`src/rtl/shift_pkg.sv`:
```
// Shared types and sizes for the sequential logical left shifter.
package shift_pkg;

  typedef enum logic [1:0] {
    IDLE  = 2'd0,
    SHIFT = 2'd1,
    DONE  = 2'd2
  } state_t;

  localparam int UINT8_WIDTH       = 8;
  localparam int UINT8_SHIFT_WIDTH = 3;

endpackage

```
`src/rtl/shift_l_stage.sv`:
```
// One step of the multicycle left shifter: shift by 1<<cnt when enabled, zero-fill.
module shift_l_stage #(
  parameter int WIDTH       = 8,
  parameter int SHIFT_WIDTH = 3,
  localparam int CNT_W      = (SHIFT_WIDTH > 1) ? $clog2(SHIFT_WIDTH) : 1
) (
  input  logic [WIDTH-1:0] acc,
  input  logic [CNT_W-1:0] cnt,
  input  logic             en,
  output logic [WIDTH-1:0] acc_nxt
);

  always_comb begin
    acc_nxt = acc;
    if (en) acc_nxt = acc << (32'd1 << cnt);
  end

endmodule

```
`src/rtl/shift_l_uint8_seq.sv`:
```
// Multicycle unsigned logical left shifter, one shift-amount bit per cycle,
// with ready/valid handshakes on operands and result.
module shift_l_uint8_seq
  import shift_pkg::*;
#(
  parameter int WIDTH       = UINT8_WIDTH,
  parameter int SHIFT_WIDTH = UINT8_SHIFT_WIDTH
) (
  input  logic             clk,
  input  logic             rst_n,
  input  logic             in_valid,
  output logic             in_ready,
  input  logic [WIDTH-1:0] A,
  input  logic [WIDTH-1:0] B,
  output logic             out_valid,
  input  logic             out_ready,
  output logic [WIDTH-1:0] Y,
  output logic             busy
);

  localparam int CNT_W = (SHIFT_WIDTH > 1) ? $clog2(SHIFT_WIDTH) : 1;
  localparam logic [CNT_W-1:0] CNT_LAST = CNT_W'(SHIFT_WIDTH - 1);

  state_t                 state, state_nxt;
  logic [WIDTH-1:0]       acc, acc_nxt, y_q;
  logic [SHIFT_WIDTH-1:0] amt;
  logic [CNT_W-1:0]       cnt;
  logic                   out_valid_q;
  logic                   last_step;

  // Only the low shift-amount bits matter; the rest of B is deliberately ignored.
  logic unused_b_hi;
  assign unused_b_hi = ^B[WIDTH-1:SHIFT_WIDTH];

  shift_l_stage #(
    .WIDTH      (WIDTH),
    .SHIFT_WIDTH(SHIFT_WIDTH)
  ) u_stage (
    .acc    (acc),
    .cnt    (cnt),
    .en     (amt[cnt]),
    .acc_nxt(acc_nxt)
  );

  assign last_step = (cnt == CNT_LAST);

  always_ff @(posedge clk or negedge rst_n) begin
    if (!rst_n) state <= IDLE;
    else        state <= state_nxt;
  end

  always_comb begin
    state_nxt = state;
    case (state)
      IDLE:    if (in_valid)  state_nxt = SHIFT;
      SHIFT:   if (last_step) state_nxt = DONE;
      DONE:    if (out_ready) state_nxt = IDLE;
      default: state_nxt = IDLE;
    endcase
  end

  always_ff @(posedge clk or negedge rst_n) begin
    if (!rst_n) begin
      acc         <= '0;
      amt         <= '0;
      cnt         <= '0;
      y_q         <= '0;
      out_valid_q <= 1'b0;
    end else begin
      case (state)
        IDLE: begin
          if (in_valid) begin
            acc <= A;
            amt <= B[SHIFT_WIDTH-1:0];
            cnt <= '0;
          end
        end
        SHIFT: begin
          acc <= acc_nxt;
          cnt <= cnt + CNT_W'(1);
          if (last_step) begin
            y_q         <= acc_nxt;
            out_valid_q <= 1'b1;
          end
        end
        DONE: begin
          if (out_ready) out_valid_q <= 1'b0;
        end
        default: ;
      endcase
    end
  end

  assign in_ready  = (state == IDLE);
  assign busy      = (state != IDLE);
  assign out_valid = out_valid_q;
  assign Y         = y_q;

endmodule

```
`config.mk`:
```
export PLATFORM = sky130hd
export DESIGN_NAME = shift_l_uint8_seq
export DESIGN_NICKNAME = d
export VERILOG_FILES = /design/src/rtl/shift_pkg.sv /design/src/rtl/shift_l_stage.sv /design/src/rtl/shift_l_uint8_seq.sv
export SDC_FILE = /design/constraint.sdc
export NUM_CORES = 1
export LEC_CHECK = 0
export ABC_AREA = 1
export CORE_ASPECT_RATIO = 1.5
export CORE_UTILIZATION = 27
export DETAILED_ROUTE_END_ITERATION = 10
export GPL_TIMING_DRIVEN = 0
export PLACE_DENSITY = 0.58
export SKIP_LAST_GASP = 1
export SLEW_MARGIN = 40
export SYNTH_ARGS = -nofsm -noshare
export SYNTH_HDL_FRONTEND = slang
export SYNTH_HIERARCHICAL = 1
export SYNTH_SLANG_ARGS = --single-unit
```
`constraint.sdc`:
```
create_clock -name clk -period 2.03 [get_ports clk]
set_clock_uncertainty 0.1 [all_clocks]
set_input_delay 0.406 -clock clk [delete_from_list [all_inputs] [get_ports clk]]
set_output_delay 0.406 -clock clk [all_outputs]
set_load 0.005 [all_outputs]
```
==> flow_metrics.py <==
metrics = {
    "status": {
        "outcome": "finished, final reports clean",
    },
    "power_and_ir_drop": {
        "p_int_uw": 1670,
        "clock_power_share": 0.139,
        "switching_share": 0.445,
        "leakage_uw": 0.000882,
        "irDropWorstVdd_mv": 0.406,
        "seqPwrFrac": 0.290,
        "p_switching_uw": 1340,
        "p_comb_frac": 0.571,
        "p_per_area_nw_per_um2": 1690,
        "p_total_uw": 3020,
    },
    "routing": {
        "wl_per_cell_um": 10.9,
        "wl_met3_um": 77,
        "drt-met1-wl_um": 1290,
        "firstDrtPassIters": 4,
        "routed_via_density": 4.28,
        "top_layer": "met4",
        "antenna_left": 0,
        "vias": 1208,
        "dr.first_iter.drc_count": 37,
        "route.met2.wl_um": 1650,
        "routed_wirelength_um": 3080,
        "drcViolationCount": 0,
    },
    "cells_and_area": {
        "nNetsFinal": 238,
        "syn2layout_area_growth_pct": 31.0,
        "drive_above_1_share": 0.148,
        "final_cells": 282,
        "fillers": 536,
        "fin_util": 0.369,
        "multiInputGateArea_um2": 643,
        "n_antenna_cell": 0,
        "seq_area_um2": 602,
        "most-common-layout-cells": "77 x nand2_1, 24 x nand3_1, 24 x clkdlybuf4s50_1",
        "layout_commonest_cell": "nand2_1",
    },
    "global_routing": {
        "grt_max_degree": 25,
        "grt_pass1_wl_um": 5000,
        "antenna_found_initial": 0,
        "track_usage": 0.127,
        "overflow": 0,
        "grt_pass1_vias": 1110,
    },
    "floorplanning": {
        "die_h_um": 89.0,
        "die_x_um": 60.0,
        "io_pins": 31,
        "num_rows": 31,
        "initial_core_util": 0.281,
        "core_um2": 4850,
        "die_area_um2": 5350,
    },
    "sta": {
        "rsz0062_at_grt": "yes",
        "fin_crit_ns": 1.89,
        "worst_pin_slew_ns": 0.569,
        "layout_setup_ws_ns": 0.136,
        "fin_crit_sh": 0.933,
        "fmax_mhz": 528,
        "fin_tns_setup_ns": 0,
        "max-slew-margin-rel": 0.621,
        "slew_violations": 0,
        "hold_viol_final": 0,
        "setup_viol": 0,
    },
    "critical_path": {
        "start_kind": "register",
        "max_stage_delay_ns": 0.52,
        "cp_max_fo": 6,
        "arrival_ns": 1.39,
        "critPathKind": "reg -> out",
        "end_kind": "output pin",
        "path_cells": "nor2_4, clkdlybuf4s50_1",
        "path_buf_inv": 1,
        "cp_data_required_time_ns": 1.52,
        "slowest_stage": "clkdlybuf4s50_1",
        "crit_family": "buffers and inverters",
    },
    "logic_synthesis": {
        "synth_area_um2": 1360,
        "yosys_warnings": 6,
        "synth_edf_count": 0,
        "syn_nets": 206,
        "synthTopCellsByArea": "dfrtp_1 44%, nand2_1 21%, nand3_1 8.8%",
        "yosysTopAreaCell": "dfrtp_1",
        "avgSynthCellArea_um2": 7.37,
        "synthArstFlopShare": 1.00,
        "seq_area_frac_synth": 0.440,
        "synth_ff_type": "dfrtp_1",
        "synth.ff_latch_count": 24,
        "synth_top_area_frac": 0.440,
        "ys_types": 23,
        "synth_cells": 185,
    },
    "clock_network": {
        "clk_pin_slew_ns": 0.09,
        "cts_tree": "built",
        "h-tree-depth": 1,
        "cts_hold_buf": 0,
        "clockBufferDepth": 2,
        "root_buffer": "clkbuf_8",
        "clkSinkCount": 24,
        "clock_latency_ns": 0.27,
        "cts_buffers": 3,
    },
    "job": {
        "maxCapViolations": 0,
    },
    "placed_design": {
        "place_ws_ns": 0.0923,
        "placed_cells": 276,
        "port_buffers": 25,
        "gp_congestion": 0.913,
        "hpwlAfterDp_um": 2330,
    },
    "min_path": {
        "hp-class": "in -> async",
    },
}
==> state kept, by name (all words and copies together), names as in the netlist <==
| name | cells |
|---|---|
| Y | 8 |
| acc | 8 |
| amt | 3 |
| cnt | 2 |
| state | 2 |
| out_valid | 1 |
==> worst reg2reg max path, cell delays in order (launching register included) <==
cell and delay [ns]:
dfrtp_1 0.43, inv_1 0.11, o21ai_0 0.07, o21ai_0 0.19, buf_6 0.17, inv_4 0.07
nor2_4 0.15, o21ai_2 0.07, o21ai_1 0.18, nand3_1 0.11, nand2_1 0.08, nand2_1 0.05
nand2_1 0.06
==> synth_stat cells (2+ instances only) <==
master   count
nor2_2       2
buf_2        4
o21ai_0      6
buf_6        2
inv_1       18
dfrtp_1     24
o21ai_2     10
nand2_1     77
nor2_1       5
nand3_1     24
==> final cells by class <==
class,count,area share
repair buffers,27,0.146
inverters,20,0.0434
multi-input cells,134,0.360
clock inverters,1,0.0168
flip-flops and latches,24,0.337
clock buffers,3,0.0231
plain buffers,7,0.0280
well taps,66,0.0462
==> worst paths after layout <==
check	from	endpoint	slack (ns)	depth (start not counted)
worst max-delay path	state[0]	in_ready	0.14	2
worst min-delay path	rst_n	acc[4]	0.02	1
min in group clk	amt[0]	amt[0]	0.38	2
worst min register to register	amt[0]	amt[0]	0.38	2
worst max register to register	cnt[0]	acc[3]	0.14	12
max in group asynchronous	rst_n	cnt[1]	1.40	1
==> power by group through the flow <==
stage               Clock [uW]  Sequential (uW)  Combinational (uW)
floorplan                    0              855                1200
global placement             0              888                1680
detailed placement           0              893                1680
CTS                        437              888                1690
global route               454              906                1960
finish                     420              875                1720
==> metrics by stage <==
stage	hold slack, ns	area [um^2]
2_1_floorplan	0.0104	1360
3_3_place_gp	0.357	1700
3_5_place_dp	0.336	1690
4_1_cts	0.0379	1770
5_1_grt	0.0558	1790
6_report	0.0225	1790
==> metal layers <==
layer | vias up | global-route usage
met5 | - | 0
met4 | 0 | 0.0634
met3 | 4 | 0.0174
met2 | 25 | 0.235
met1 | 536 | 0.138
li1 | 643 | -
==> what timing repair did <==
action	CTS	global route
resized for setup	1	2
buffers inserted	0	2
endpoints found under the setup margin	1	7
==> cells by family (layout without fill, tap and decap cells) <==
family / count (synthesis) / count (layout) / share of synthesized area
flops: 24 / 24 / 0.440
compound gates: 21 / 21 / 0.110
simple gates: 112 / 112 / 0.347
buf+inv: 27 / 58 / 0.0936
fa+ha+maj: 1 / 1 / 0.00917
(Power assumes the default switching activity.)
